$ cat config.mk
export PLATFORM = sky130hd
export DESIGN_NAME = ram_alu_seq
export DESIGN_NICKNAME = d
export VERILOG_FILES = /design/src/rtl/ram_alu_seq.sv
export SDC_FILE = /design/constraint.sdc
export NUM_CORES = 1
export LEC_CHECK = 0
export ABC_AREA = 1
export BUFFER_PORTS_ARGS = -buffer_cell sky130_fd_sc_hd__buf_2
export CELL_PAD_IN_SITES_DETAIL_PLACEMENT = 0
export CELL_PAD_IN_SITES_GLOBAL_PLACEMENT = 1
export CORE_MARGIN = 1
export CORE_UTILIZATION = 46
export CTS_CLUSTER_SIZE = 10
export DETAILED_ROUTE_END_ITERATION = 7
export PLACE_DENSITY = 0.94
export SYNTH_ARGS = -nofsm -noshare
export SYNTH_HDL_FRONTEND = slang
export SYNTH_SLANG_ARGS = --single-unit
export TNS_END_PERCENT = 100
$ cat constraint.sdc
create_clock -name clk -period 4.65 [get_ports clk]
set_input_delay 0.2325 -clock clk [delete_from_list [all_inputs] [get_ports clk]]
set_output_delay 0.2325 -clock clk [all_outputs]
set_load 0.03 [all_outputs]
$ cat src/rtl/ram_alu_seq.sv
// rtl/ram_alu_seq.sv - operand RAM plus iterative multiply/divide engine
//
// ram_alu_seq: 2^AW x DW operand RAM with a multi-cycle arithmetic engine.
// The host loads operands through the RAM port, then pulses start with two
// RAM indices and an op. The engine latches operands (LOAD), runs DW
// shift-add or restoring-divide steps (EXEC), then pulses done (DONE) with
// a registered 2*DW result.
//
// Optional feature macro: RAM_ALU_OP_EXT_EN (enables ops 4-7 via op[2]).
//
// Ports:
//   clk      system clock, rising edge
//   rst      synchronous active-high reset (acts regardless of e)
//   e        clock enable; 0 freezes all state
//   w, r     RAM write / read strobes at addr
//   addr     RAM address
//   DIn      RAM write data
//   RdOut    registered RAM read data (1-cycle latency, holds when r=0)
//   start    command strobe, accepted in IDLE or DONE
//   op       operation select
//   a_sel    RAM index of X
//   b_sel    RAM index of Y
//   busy     engine in LOAD or EXEC
//   done     one-cycle result-valid pulse
//   DOut     result register, 2*DW bits
//   div_err  last result had a zero divisor
module ram_alu_seq #(
  parameter int DW = 16,
  parameter int AW = 3
) (
  input  logic            clk,
  input  logic            rst,
  input  logic            e,
  input  logic            w,
  input  logic            r,
  input  logic [AW-1:0]   addr,
  input  logic [DW-1:0]   DIn,
  output logic [DW-1:0]   RdOut,
  input  logic            start,
  input  logic [2:0]      op,
  input  logic [AW-1:0]   a_sel,
  input  logic [AW-1:0]   b_sel,
  output logic            busy,
  output logic            done,
  output logic [2*DW-1:0] DOut,
  output logic            div_err
);

  localparam int CW = $clog2(DW + 1);
  localparam logic [CW-1:0] LAST = CW'(DW - 1);

  typedef enum logic [1:0] {IDLE, LOAD, EXEC, DONE} state_t;

  state_t state, state_d;

  logic [DW-1:0]   mem [2**AW];
  logic [CW-1:0]   cnt;

  // Latched operation context
  logic            div_q;     // divide path active
  logic            rem_sel_q; // result is remainder (else quotient)
  logic            dz_q;      // divisor was zero
  logic            neg_q;     // negate product at the end
  logic [DW-1:0]   x_q;

  // Multiply datapath
  logic [2*DW-1:0] acc, mcand;
  logic [DW-1:0]   mplier;

  // Divide datapath
  logic [DW-1:0]   rem, quo, dvs;

  // Operand fetch and LOAD-time decode
  logic [DW-1:0]   xv, yv, mag;
  logic [DW:0]     sum, dfull;
  logic [2:0]      op_eff;
  logic            ld_div, ld_rem, ld_neg, ld_dz;
  logic [DW-1:0]   ld_dvs, ld_mplier;
  logic [2*DW-1:0] ld_acc, ld_mcand;

  // One EXEC step and final result
  logic [2*DW-1:0] prod_nx, res;
  logic [DW:0]     shifted;
  logic [DW-1:0]   rem_nx, quo_nx;
  logic            finish;

`ifndef RAM_ALU_OP_EXT_EN
  logic unused_op_hi;
  assign unused_op_hi = op[2];
`endif

  // FSM state register
  always_ff @(posedge clk) begin
    if (rst) begin
      state <= IDLE;
    end else if (e) begin
      state <= state_d;
    end
  end

  // FSM next state and status outputs
  always_comb begin
    state_d = state;
    busy    = 1'b0;
    done    = 1'b0;
    case (state)
      IDLE: if (start) state_d = LOAD;
      LOAD: begin
        busy    = 1'b1;
        state_d = EXEC;
      end
      EXEC: begin
        busy = 1'b1;
        if (cnt == LAST) state_d = DONE;
      end
      DONE: begin
        done    = 1'b1;
        state_d = start ? LOAD : IDLE;
      end
      default: state_d = IDLE;
    endcase
  end

  // Operand fetch and per-op initial values for the engine
  always_comb begin
    xv    = mem[a_sel];
    yv    = mem[b_sel];
    sum   = {1'b0, xv} + {1'b0, yv};
    dfull = {1'b0, xv} - {1'b0, yv};   // msb is the borrow, i.e. X < Y
    mag   = dfull[DW] ? (yv - xv) : dfull[DW-1:0];
`ifdef RAM_ALU_OP_EXT_EN
    op_eff = op;
`else
    op_eff = {1'b0, op[1:0]};
`endif
    ld_div    = 1'b0;
    ld_rem    = 1'b0;
    ld_neg    = 1'b0;
    ld_dvs    = yv;
    ld_acc    = '0;
    ld_mcand  = '0;
    ld_mplier = '0;
    case (op_eff)
      3'd0: begin
        ld_mcand  = {{(DW-1){1'b0}}, sum};
        ld_mplier = mag;
        ld_neg    = dfull[DW];
      end
      3'd1: begin
        ld_div = 1'b1;
        ld_rem = 1'b1;
      end
      3'd2: ld_div = 1'b1;
      3'd3: begin
        ld_div = 1'b1;
        ld_rem = 1'b1;
        ld_dvs = dfull[DW-1:0];
      end
`ifdef RAM_ALU_OP_EXT_EN
      // Ops 5-7 preload the answer with a zero multiplier so EXEC just
      // runs out the fixed latency.
      3'd4: begin
        ld_mcand  = {{DW{1'b0}}, xv};
        ld_mplier = yv;
      end
      3'd5: ld_acc = {{(DW-1){1'b0}}, sum};
      3'd6: ld_acc = {{(DW-1){dfull[DW]}}, dfull};
      3'd7: ld_acc = {{DW{1'b0}}, xv & yv};
`endif
      default: ;
    endcase
    ld_dz = ld_div && (ld_dvs == '0);
  end

  // One engine step and the value DOut takes on the final EXEC edge
  always_comb begin
    prod_nx = acc + (mplier[0] ? mcand : '0);
    shifted = {rem, quo[DW-1]};
    if (shifted >= {1'b0, dvs}) begin
      // The true difference is below dvs, so DW bits hold it exactly.
      rem_nx = shifted[DW-1:0] - dvs;
      quo_nx = {quo[DW-2:0], 1'b1};
    end else begin
      rem_nx = shifted[DW-1:0];
      quo_nx = {quo[DW-2:0], 1'b0};
    end
    if (div_q) begin
      if (rem_sel_q) res = {{DW{1'b0}}, dz_q ? x_q : rem_nx};
      else           res = {{DW{1'b0}}, dz_q ? {DW{1'b1}} : quo_nx};
    end else begin
      res = neg_q ? -prod_nx : prod_nx;
    end
    finish = (state == EXEC) && (cnt == LAST);
  end

  // RAM, engine datapath and result registers
  always_ff @(posedge clk) begin
    if (rst) begin
      for (int i = 0; i < 2**AW; i++) mem[i] <= '0;
      RdOut     <= '0;
      DOut      <= '0;
      div_err   <= 1'b0;
      cnt       <= '0;
      div_q     <= 1'b0;
      rem_sel_q <= 1'b0;
      dz_q      <= 1'b0;
      neg_q     <= 1'b0;
      x_q       <= '0;
      acc       <= '0;
      mcand     <= '0;
      mplier    <= '0;
      rem       <= '0;
      quo       <= '0;
      dvs       <= '0;
    end else if (e) begin
      if (w) mem[addr] <= DIn;
      if (r) RdOut <= mem[addr];   // old data on same-address write

      if (state == LOAD) begin
        cnt       <= '0;
        div_q     <= ld_div;
        rem_sel_q <= ld_rem;
        dz_q      <= ld_dz;
        neg_q     <= ld_neg;
        x_q       <= xv;
        acc       <= ld_acc;
        mcand     <= ld_mcand;
        mplier    <= ld_mplier;
        rem       <= '0;
        quo       <= xv;
        dvs       <= ld_dvs;
      end else if (state == EXEC) begin
        cnt <= cnt + 1'b1;
        if (div_q) begin
          rem <= rem_nx;
          quo <= quo_nx;
        end else begin
          acc    <= prod_nx;
          mcand  <= {mcand[2*DW-2:0], 1'b0};
          mplier <= {1'b0, mplier[DW-1:1]};
        end
      end

      if (finish) begin
        DOut    <= res;
        div_err <= div_q & dz_q;
      end
    end
  end

endmodule

* Word level (Yosys, flattened, before mapping) *
Memory sizes are Yosys's and may differ from the RTL's. A register that Yosys moved wholly into a read port is not among the register bits.
Index checks and enable logic that the tools add are counted.

cells by class
  add/sub/neg operators = 7
  multipliers = 0
  div/mod/pow operators = 0
  $lt $le $gt $ge = 1
  equality and inequality tests = 10
  shift operators = 0
  multiplexer cells = 47
  bitwise operators = 1
  reductions and logical operators = 18

operator list
  cell                                           number
  2-to-1 mux 32 bit                              9
  2-to-1 mux 16 bit                              17
  adder 32 bit                                   1
  negation 32 bit                                1
  subtractor 16 bit                              2
  adder 16 x 16 -> 17 bit                        1
  greater-or-equal comparator 17 x 16 -> 1 bit   1
  2-to-1 mux 17 bit                              1
  subtractor 16 x 16 -> 17 bit                   1
  logical NOT 16 bit                             1
  OR reduction 16 bit                            1
  2-to-1 mux 1 bit                               14
  2-to-1 mux 5 bit                               2
  AND reduction 3 bit                            3
  == test 2 bit, second input constant           4
  one-hot mux 2 bit (4 select lines)             1
  AND reduction 2 bit                            4
  adder 5 x 1 -> 5 bit, second input constant    1
  == test 5 x 4 -> 1 bit, second input constant  1
  == test 2 x 1 -> 1 bit, second input constant  2
  logical NOT 2 bit                              2
  2-to-1 mux 2 bit                               2
  != test 2 x 1 -> 1 bit, second input constant  2
  nonzero test 2 bit                             2
  6 further kinds                                8

word-level totals
  bits in registers = 188
  bits in latches = 0
  RAM bits = 128
  ROM bits = 0
  input bits = 34
  output and inout port bits = 51
  logic and storage cells = 100
  memories kept = 1

memories
  memory  words  bits a word  read ports  clocked after memory_dff  write ports  RTL line  source
  mem     8      16           3           1                         8            56        logic [DW-1:0] mem [2**AW];

* Depth between registers and ports, before layout *
Gate-level depths: netlist of the first run.

  depth in word-level cells = 6
  depth in mapped cells = 26
  depth with buffers taken out = 23

* Worst setup path after synthesis of the first run *
Ideal clock, no wire load.

  path kind = input-to-reg
  from = in a_sel[1]
  to = reg dz_q
  setup time = 0.070 ns
  arrival time = 3.450 ns
  data required time = 4.580 ns
  path slack = 1.129 ns
  stages = 18
  buffers on the path = 2
  cell sequence = clkbuf_1 clkbuf_1 o21ai_0 o21ai_0 inv_1 o21ai_0 inv_1 ha_1 nand2_1 o21ai_0 a21oi_1 o21ai_0 xor2_1 o21ai_0 nand3_1 nor2_1 nand3_1 a21oi_1

between the ends
  word-level cells in the longest chain between the ends = 5

ends and longest elaborated chain
  item                          RTL line  source
  start: declaration            41        input logic [AW-1:0] a_sel,
  memory (8 x 16 bit)           n/a
  net xv[1]                     74        logic [DW-1:0] xv, yv, mag;
  subtractor 16 x 16 -> 17 bit  129       dfull = {1'b0, xv} - {1'b0, yv};
  2-to-1 mux 16 bit             143       case (op_eff)
  logical NOT 16 bit            172       ld_dz = ld_div && (ld_dvs == '0);
  logical AND 1 bit             172
  end signal: assignment        223       dz_q <= ld_dz;
  end: declaration              62        logic dz_q;

The timed path passes the listed nets, and every way through them passes these cells.
A chain may end at the register's enable or synchronous reset.

* Final worst setup path of the first run *
  from = reg mplier[0]
  to = reg DOut[28]

between the ends
  word-level cells in the longest chain between the ends = 5

ends and longest elaborated chain
  item                      RTL line  source
  start: declaration        68        logic [DW-1:0] mplier;
  start signal: assignment  228       mplier <= ld_mplier;
  start signal: assignment  240       mplier <= {1'b0, mplier[DW-1:1]};
  2-to-1 mux 32 bit *       177       prod_nx = acc + (mplier[0] ? mcand : '0);
  adder 32 bit *            177
  negation 32 bit           191       res = neg_q ? -prod_nx : prod_nx;
  2-to-1 mux 32 bit *       191
  2-to-1 mux 32 bit *       187       if (div_q) begin
  end signal: assignment    245       DOut <= res;
  end: declaration          45        output logic [2*DW-1:0] DOut,

Every way passes the cells marked *; elsewhere a longest branch is shown, timed or not.

==> results of run 1 <==
## worst register-to-register path, delay by kind of cell, from the launching register on
family / cells / cell delay [ps]
flip-flops: 1 / 330
adder cells (fa/ha/maj): 3 / 940
AND/OR/NAND/NOR: 13 / 1580
AO/OA/AOI/OAI: 1 / 130
buffers and inverters: 4 / 610
## worst min-delay path by stage
| stage | slack [ps] | from | endpoint |
|---|---|---|---|
| final | 70 | DIn[14] | mem[0][14]$_SDFFCE_PN0P_ |
| after global routing | 80 | a_sel[2] | x_q[15]$_SDFFE_PP0P_ |
| after CTS | 50 | a_sel[2] | x_q[15]$_SDFFE_PP0P_ |
| after detailed placement | 450 | DOut[29]$_SDFFE_PP0P_ | DOut[29]$_SDFFE_PP0P_ |
| after global placement | 450 | cnt[4]$_SDFFE_PP0P_ | cnt[4]$_SDFFE_PP0P_ |
| after floorplan | 410 | a_sel[2] | x_q[15]$_SDFFE_PP0P_ |
## state kept, by name, summed over array words and instances, names as in the netlist
signal     flops
DOut          32
RdOut         16
acc           32
cnt            5
div_err        1
div_q          1
dvs           16
dz_q           1
mcand         32
mem          128
mplier        16
neg_q          1
quo           16
rem           16
rem_sel_q      1
state          2
x_q           16
## cells in the mapped netlist (12+ instances only)
master                     number  share of area
sky130_fd_sc_hd__clkbuf_1     137          0.023
sky130_fd_sc_hd__ha_1         102          0.056
sky130_fd_sc_hd__inv_1        409          0.067
sky130_fd_sc_hd__dfxtp_1      204           0.18
sky130_fd_sc_hd__nor2_1       331          0.055
sky130_fd_sc_hd__nor3_1        32         0.0070
sky130_fd_sc_hd__nor2_2        12         0.0033
sky130_fd_sc_hd__o21ai_0      381          0.084
sky130_fd_sc_hd__a21oi_1      397          0.087
sky130_fd_sc_hd__nand3_1      151          0.033
sky130_fd_sc_hd__a221oi_1      15         0.0058
sky130_fd_sc_hd__buf_2         21         0.0046
sky130_fd_sc_hd__nand2_1      800           0.13
sky130_fd_sc_hd__nand4_1       15         0.0041
sky130_fd_sc_hd__edfxtp_1     128           0.17
sky130_fd_sc_hd__a22o_1        12         0.0046
sky130_fd_sc_hd__inv_2         13         0.0021
sky130_fd_sc_hd__a31oi_1       15         0.0041
sky130_fd_sc_hd__o211ai_1      27         0.0089
sky130_fd_sc_hd__o21ai_1       13         0.0029
sky130_fd_sc_hd__xor2_1        44          0.017
sky130_fd_sc_hd__nand2_2       24         0.0066
sky130_fd_sc_hd__buf_1         16         0.0026
## stage by stage
step	power (W)	worst slack (ps)
after floorplan	0.00484	1130
after global placement	0.00551	653
after detailed placement	0.00552	578
after CTS	0.00855	1040
after global routing	0.00895	592
final	0.00856	981
## layout make-up
type	count	share of cell area
multi-input combinational	2471	0.496
sequential	332	0.314
inverter	428	0.0636
clock buffer	63	0.0467
timing repair buffer	173	0.0449
tap	664	0.0329
clock inverter	4	0.00223
## power by group
part | total (W) | internal (W) | switching, W
clock network | 0.00304 | 0.00179 | 0.00125
registers | 0.00328 | 0.00318 | 0.000108
logic | 0.00224 | 0.000687 | 0.00155
## cells by family after synthesis
group	count (synthesis)	share of synthesized area
multiplexers	2	0.000878
AND/OR/NAND/NOR	1394	0.251
XOR/XNOR	54	0.0208
flip-flops	332	0.348
buffers and inverters	607	0.102
AO/OA/AOI/OAI	914	0.217
adder cells (fa/ha/maj)	107	0.0604
## placed cells by master (no fill, tap or decap), types with 7 or more instances in the layout
master	synthesis	final
sky130_fd_sc_hd__nand2_1	800	799
sky130_fd_sc_hd__nor2_1	331	329
sky130_fd_sc_hd__o21a_1	7	7
sky130_fd_sc_hd__buf_4	3	86
sky130_fd_sc_hd__nor2_2	12	14
sky130_fd_sc_hd__nand2_2	24	25
sky130_fd_sc_hd__nand4_1	15	15
sky130_fd_sc_hd__o211ai_1	27	27
sky130_fd_sc_hd__nand3_2	8	8
sky130_fd_sc_hd__o21ai_1	13	13
sky130_fd_sc_hd__ha_1	102	102
sky130_fd_sc_hd__a21oi_1	397	397
sky130_fd_sc_hd__o221ai_1	10	10
sky130_fd_sc_hd__buf_2	21	82
sky130_fd_sc_hd__clkbuf_16	0	43
sky130_fd_sc_hd__nand3_1	151	151
sky130_fd_sc_hd__edfxtp_1	128	128
sky130_fd_sc_hd__a221oi_1	15	15
sky130_fd_sc_hd__clkbuf_1	137	17
sky130_fd_sc_hd__a22o_1	12	12
sky130_fd_sc_hd__xnor2_1	10	10
sky130_fd_sc_hd__xor2_1	44	44
sky130_fd_sc_hd__a31oi_1	15	15
sky130_fd_sc_hd__nor3_1	32	32
sky130_fd_sc_hd__o21ai_0	381	381
sky130_fd_sc_hd__inv_1	409	408
sky130_fd_sc_hd__inv_2	13	14
sky130_fd_sc_hd__dfxtp_1	204	204
## routing by layer
| layer | up-vias | GRT usage | routed length, um |
|---|---|---|---|
| li1 | 11300 | - | - |
| met2 | 1043 | 0.464 | 33000 |
| met3 | 184 | 0.0401 | 6710 |
| met4 | 0 | 0.139 | 3490 |
| met1 | 10400 | 0.420 | 33400 |
| met5 | - | 0 | 0 |
==> summary.log, run 1 <==
[worst_setup_path] biggest fanout along the worst timing path 32
[worst_setup_path] critical path launch point mplier[0]$_SDFFE_PP0P_
[clocking] maximum buffer depth of the clock tree 3
[worst_setup_path] Crit path required time 5140 ps
[detailed_routing] average wire length per cell after detail routing 18.5 um
[timing] final count of hold timing violations 0
[synthesis] cells after synthesis 3,410
[timing] Post-Route Hold Slack 70.1 ps
[layout] # nets final 3,588
[worst_setup_path] cell type with the highest occurrence count on the critical path sky130_fd_sc_hd__nand2_1
[place] routability congestion estimate from global placement 0.969
[worst_setup_path] buffers and inverters on the worst path 4
[worst_setup_path] register-to-register setup slack 980 ps
[detailed_routing] Vias per Instance 5.55
[detailed_routing] number of iterations in the first detailed-routing pass 6
[job] Max Cap Viol 0
[timing] actual slew at the worst max-slew pin 1080 ps
[timing] Worst Skew 15.8 ps
[global_route] via count of the first global-routing pass 20,900
[clocking] root cell of the clock tree sky130_fd_sc_hd__clkbuf_16
[layout] post-layout utilization of the core 0.516
[floorplanning] die boundary height 225 um
[worst_setup_path] Critical Path, Cell by Cell buf_4 -> nand2_1 -> inv_1 -> ha_1 -> fa_1 -> inv_1 -> ha_1 -> inv_1 -> nor2_1 -> nand3_1 -> nor2_4 -> nand3_2 -> nor2_2 -> nand2_1 -> nor2_2 -> nand3_1 -> nand2_1 -> nand2_1 -> nand2_1 -> nand3_1 -> a21oi_1
[timing] post-route clock period utilization 0.789
[place] estimated wirelength of the detail-placed design 55,200 um
[timing] worst rel slew slack 0.276
[global_route] Remaining Overflow, GRT 0
[layout] count of non-filler cells in the finished layout 4,135
[timing] setup tns final 0 ps
[floorplanning] number of top-level design ports 85
[worst_setup_path] RR Endpoint DOut[28]$_SDFFE_PP0P_
[synthesis] post-synthesis cell area 0.0228 sq mm
[synthesis] average size of a mapped cell 6.68 sq um
[synthesis] nets in the synthesized netlist 3,551
[worst_hold_path] HP Class in2reg
[floorplanning] Die Outline Area 0.0504 sq mm
[timing] total of endpoints with negative setup slack in the final report 0
[detailed_routing] routed via count 22,900
[worst_setup_path] Setup CP Type reg2reg
[global_route] pin count of the biggest net entering global routing 98
[synthesis] number of synthesized register bits 332
[timing] Final Max Slew Viols 0
[clocking] TritonCTS Buffers 41
[worst_setup_path] launching point of the worst reg2reg path mplier[0]$_SDFFE_PP0P_
[floorplanning] Core Box Area 0.0490 sq mm
[layout] sequential standard cell area 0.00793 sq mm
[worst_setup_path] crit path capture DOut[28]$_SDFFE_PP0P_
[clocking] Worst-path clk slew 60 ps
[floorplanning] horizontal extent of the die 225 um
[worst_setup_path] slowest cell delay on critical path 510 ps
[clocking] Clock Sink Count 332
[layout] area occupied by multi-input gates 0.0125 sq mm
[clocking] Clock H-tree levels 2
[place] Area after DPL 0.0240 sq mm
[detailed_routing] detailed router's first-iteration violation count 2,185
[pwr] largest voltage drop on the vdd net 284 uV
[timing] Fmax achieved 273 MHz
[layout] number of filler instances in the final layout 4,977
[worst_hold_path] count of cells along the worst hold path 3
[worst_setup_path] path length in cells of the critical path 21
[synthesis] number of enable-type register cells in the synthesized netlist 128
[global_route] GRT Util Overall 0.302
[global_route] antenna violations before repair 0
[status] status finished clean
[floorplanning] effective utilization at floorplan 0.466
[synthesis] share of synthesized registers carrying an async set or reset 0
[worst_setup_path] cell with the largest stage delay on the worst path sky130_fd_sc_hd__fa_1
[timing] RSZ-0062 raised after global routing false
[clocking] Post-CTS Hold Buffers 2
[timing] Min Clock Period, post-route 3670 ps
[pwr] leakage power of the design 11.7 nW
[layout] finished layout cell area 0.0253 sq mm
[synthesis] sequential area share after synthesis 0.348
[clocking] post-CTS setup buffers 0
[worst_setup_path] Largest delay share family, worst path simple AND/OR/NAND/NOR gates
[clocking] Resized cells post-CTS 0
[layout] proportion of layout cells with a drive suffix above 1 0.0859
[clocking] source-to-sink clock delay at the later pin of the worst-skew pair 570 ps
[worst_setup_path] CP startpoint kind flop
[global_route] wire length of the first global-routing pass 119,000 um
[place] placed cell count 4,066
[worst_setup_path] Crit path arrival time 4160 ps
[floorplanning] std cell rows 81
[synthesis] Synthesis Warnings 0
[layout] layout overhead on the synthesized area 10.9%
[worst_setup_path] number of cells on the worst reg-to-reg path 21
[synthesis] Primary FF master, synth sky130_fd_sc_hd__dfxtp_1
[layout] antenna cell count 0
[detailed_routing] DRC violation count after routing 0
[detailed_routing] total wirelength of the detailed-routed design 76,600 um
[synthesis] library cells used by synthesis 54
[place] port bufs 83
[detailed_routing] DRT antenna net count 0
[worst_setup_path] capturing element type of the critical path flop
[pwr] PwrDens 339 mW/mm^2
[clocking] TritonCTS clock tree done
No activity file was read; power rests on OpenSTA's default activity.
==> run 2: changes to the inputs <==
clock period = 3.5 ns   (was 4.65 ns; I/O delays follow)
==> run 2 against run 1 <==
  * Critical path type unchanged
  * Critical path depth is 2 lower
  * Sequential cell count stayed put
  * Setup slack worse by 680 ps
==> summary.log, run 2 (same netlist as run 1, synthesis figures left out) <==
[layout] # nets final 3,682 [+2.6%]
[place] routability congestion estimate from global placement 0.984 [+1.6%]
[worst_setup_path] cell with the largest stage delay on the worst path sky130_fd_sc_hd__fa_1
[worst_setup_path] capturing element type of the critical path flop
[global_route] wire length of the first global-routing pass 115,000 um [-3.1%]
[clocking] Worst-path clk slew 50 ps [about the same]
[timing] Final Max Slew Viols 0 [unchanged]
[worst_setup_path] biggest fanout along the worst timing path 4 [-88%]
[worst_setup_path] RR Endpoint DOut[20]$_SDFFE_PP0P_
[clocking] source-to-sink clock delay at the later pin of the worst-skew pair 570 ps [about the same]
[worst_setup_path] CP startpoint kind flop
[detailed_routing] DRT antenna net count 0 [unchanged]
[detailed_routing] number of iterations in the first detailed-routing pass 6 [unchanged]
[worst_setup_path] slowest cell delay on critical path 490 ps [-20 ps]
[pwr] portion of total power attributed to combinational logic 0.281 [+0.020]
[layout] most frequent cells in the layout sky130_fd_sc_hd__nand2_1, sky130_fd_sc_hd__inv_1, sky130_fd_sc_hd__a21oi_1, sky130_fd_sc_hd__o21ai_0, sky130_fd_sc_hd__nor2_1
[worst_hold_path] Hold Crit Start DIn[7]
[pwr] sequential fraction of design power 0.381 [-0.003]
[detailed_routing] detailed router's first-iteration violation count 2,313 [+5.9%]
[detailed_routing] average wire length per cell after detail routing 17.3 um [-6.4%]
[floorplanning] effective utilization at floorplan 0.466 [unchanged]
[pwr] leakage power of the design 12.2 nW [+4.2%]
[layout] flip-flop count of the largest register after layout 128 [unchanged]
[clocking] TritonCTS clock tree done
[floorplanning] number of top-level design ports 85 [unchanged]
[worst_setup_path] register-to-register setup slack 300 ps [-680 ps]
[detailed_routing] routed via count 22,900 [-0.057%]
[layout] layout overhead on the synthesized area 14.6%
[worst_setup_path] Setup CP Type reg2reg
[layout] most common cell after layout, fill and taps aside sky130_fd_sc_hd__nand2_1
[layout] antenna cell count 0 [unchanged]
[clocking] Clock H-tree levels 2 [unchanged]
[floorplanning] std cell rows 81 [unchanged]
[worst_hold_path] endpoint of the worst hold path mem[4][7]$_SDFFCE_PN0P_
[clocking] maximum buffer depth of the clock tree 3 [unchanged]
[timing] setup tns final 0 ps [unchanged]
[clocking] post-CTS setup buffers 0 [unchanged]
[pwr] total chip power 0.0115 W [+34%]
[worst_setup_path] Crit path required time 3930 ps [-1210 ps]
[layout] largest register by flop count mem
[timing] Worst Skew 18.8 ps [+2.91 ps]
[global_route] Remaining Overflow, GRT 0 [unchanged]
[job] Max Cap Viol 0 [unchanged]
[worst_setup_path] buffers and inverters on the worst path 3 [-1]
[timing] post-route clock period utilization 0.915 [+0.126]
[global_route] via count of the first global-routing pass 20,700 [-0.74%]
[global_route] antenna violations before repair 0 [unchanged]
[place] port bufs 83 [unchanged]
[layout] proportion of layout cells with a drive suffix above 1 0.114 [+0.0281]
[place] estimated wirelength of the detail-placed design 55,500 um [+0.64%]
[clocking] Clock Sink Count 332 [unchanged]
[timing] actual slew at the worst max-slew pin 892 ps [-191 ps]
[floorplanning] die boundary height 225 um [unchanged]
[timing] final count of hold timing violations 0 [unchanged]
[worst_setup_path] number of cells on the worst reg-to-reg path 19 [-9.5%]
[detailed_routing] DRC violation count after routing 0 [unchanged]
[pwr] net switching power 0.00385 W [+33%]
[worst_setup_path] Critical Path, Cell by Cell nand2_1 -> inv_1 -> ha_1 -> fa_1 -> inv_1 -> ha_1 -> inv_1 -> nor2_1 -> nand3_1 -> nor2_4 -> nand3_2 -> nor2_2 -> nand2_1 -> nor2_2 -> nand3_1 -> nand2_1 -> a21oi_1 -> o21ai_0 -> a21oi_1
[clocking] root cell of the clock tree sky130_fd_sc_hd__clkbuf_16
[pwr] largest voltage drop on the vdd net 426 uV [+50%]
[pwr] PwrDens 441 mW/mm^2 [+30%]
[detailed_routing] Vias per Instance 5.42 [-2.2%]
[timing] worst rel slew slack 0.404 [+0.128]
[timing] RSZ-0062 raised after global routing false
[global_route] GRT Util Overall 0.288 [-0.0141]
[clocking] TritonCTS Buffers 41 [unchanged]
[detailed_routing] total wirelength of the detailed-routed design 73,200 um [-4.4%]
[pwr] Sw Share 0.335 [-0.00473]
[worst_setup_path] Crit path arrival time 3630 ps [-530 ps]
[timing] Fmax achieved 312 MHz [+15%]
[floorplanning] Die Outline Area 0.0504 sq mm [unchanged]
[floorplanning] Core Box Area 0.0490 sq mm [unchanged]
[worst_hold_path] count of cells along the worst hold path 3 [unchanged]
[worst_setup_path] Largest delay share family, worst path simple AND/OR/NAND/NOR gates
[status] status finished clean
[worst_hold_path] HP Class in2reg
[pwr] Pint 0.00766 W [+35%]
[timing] Min Clock Period, post-route 3200 ps [-466 ps]
[timing] total of endpoints with negative setup slack in the final report 0 [unchanged]
[global_route] pin count of the biggest net entering global routing 115 [+17%]
[floorplanning] horizontal extent of the die 225 um [unchanged]
[worst_setup_path] launching point of the worst reg2reg path mplier[0]$_SDFFE_PP0P_
[pwr] share of power burned in the clock network 0.338 [-0.017]
[run 2: cell count changes in the layout (fill, tap and decap cells not counted), moves of 4 or more]
cell | previous run | this run
sky130_fd_sc_hd__buf_4 | 86 | 168
sky130_fd_sc_hd__buf_12 | 3 | 13
sky130_fd_sc_hd__o21ai_0 | 381 | 371
sky130_fd_sc_hd__o21ai_1 | 13 | 21
sky130_fd_sc_hd__clkinv_2 | 0 | 5
sky130_fd_sc_hd__clkbuf_1 | 17 | 13
[run 2: worst max-delay path by stage]
stage / from / to / slack (ps) / cells after the start
2_1_floorplan: a_sel[1] / dz_q$_SDFFE_PP0P_ / 40 / 18
3_3_place_gp: a_sel[0] / dz_q$_SDFFE_PP0P_ / 120 / 19
3_5_place_dp: a_sel[1] / dz_q$_SDFFE_PP0P_ / 60 / 22
4_1_cts: mplier[0]$_SDFFE_PP0P_ / DOut[26]$_SDFFE_PP0P_ / 250 / 20
5_1_grt: mem[5][1]$_SDFFCE_PN0P_ / dz_q$_SDFFE_PP0P_ / 6 / 20
6_report: mplier[0]$_SDFFE_PP0P_ / DOut[20]$_SDFFE_PP0P_ / 300 / 19
[run 2: layout make-up]
type | count | area (sq um)
Inverter | 428 | 1610
Sequential cell | 332 | 7930
Multi-Input combinational cell | 2471 | 12600
Clock buffer | 58 | 1150
Clock inverter | 7 | 42.5
Tap cell | 664 | 831
Fill cell | 4808 | 22800
Timing Repair Buffer | 267 | 1970
[run 2: through the flow]
stage          hold WS, ps  cells  cell area (sq um)  setup WS, ps  utilization
2_1_floorplan          356   3410              22800          37.0            -
5_1_grt               56.6   4227              26100          5.85        0.533
3_5_place_dp           452   4159              24800          63.9        0.508
4_1_cts               7.23   4227              26100           254        0.533
3_3_place_gp           448   4159              24800           119        0.508
6_report              28.7   4227              26100           297        0.533
[run 2: routing by layer]
metal  share of wire  global-route usage  vias to the layer above
met5               0                   0                        -
met4           0.027              0.0856                        0
met3           0.081              0.0422                      124
met2            0.44               0.451                      957
met1            0.46               0.408                    10400
li1                -                   -                    11500
[run 2: power by group through the flow]
stage | registers (W) | clock network [W] | logic [W]
CTS | 0.00438 | 0.00393 | 0.00316
floorplan | 0.00441 | 0 | 0.00202
global route | 0.00441 | 0.00407 | 0.00358
detailed placement | 0.00446 | 0 | 0.00314
finish | 0.00439 | 0.00389 | 0.00323
global placement | 0.00446 | 0 | 0.00312
[run 2: timing repair]
| item | CTS | global route |
|---|---|---|
| endpoints found under the setup margin | 0 | 27 |
| hold buffers | 3 | 0 |
| hold endpoints to repair | 3 | 0 |
| resized for setup | 0 | 26 |
[run 2: worst register-to-register path, cell delays in order, from the launching register on]
cell                      delay, ps
sky130_fd_sc_hd__dfxtp_2        350
sky130_fd_sc_hd__nand2_1        190
sky130_fd_sc_hd__inv_1           70
sky130_fd_sc_hd__ha_1           210
sky130_fd_sc_hd__fa_1           490
sky130_fd_sc_hd__inv_1          100
sky130_fd_sc_hd__ha_1           160
sky130_fd_sc_hd__inv_1           60
sky130_fd_sc_hd__nor2_1         160
sky130_fd_sc_hd__nand3_1        140
sky130_fd_sc_hd__nor2_4         130
sky130_fd_sc_hd__nand3_2        100
sky130_fd_sc_hd__nor2_2         120
sky130_fd_sc_hd__nand2_1         90
sky130_fd_sc_hd__nor2_2         210
sky130_fd_sc_hd__nand3_1        100
sky130_fd_sc_hd__nand2_1        130
sky130_fd_sc_hd__a21oi_1         70
sky130_fd_sc_hd__o21ai_0        110
sky130_fd_sc_hd__a21oi_1         90
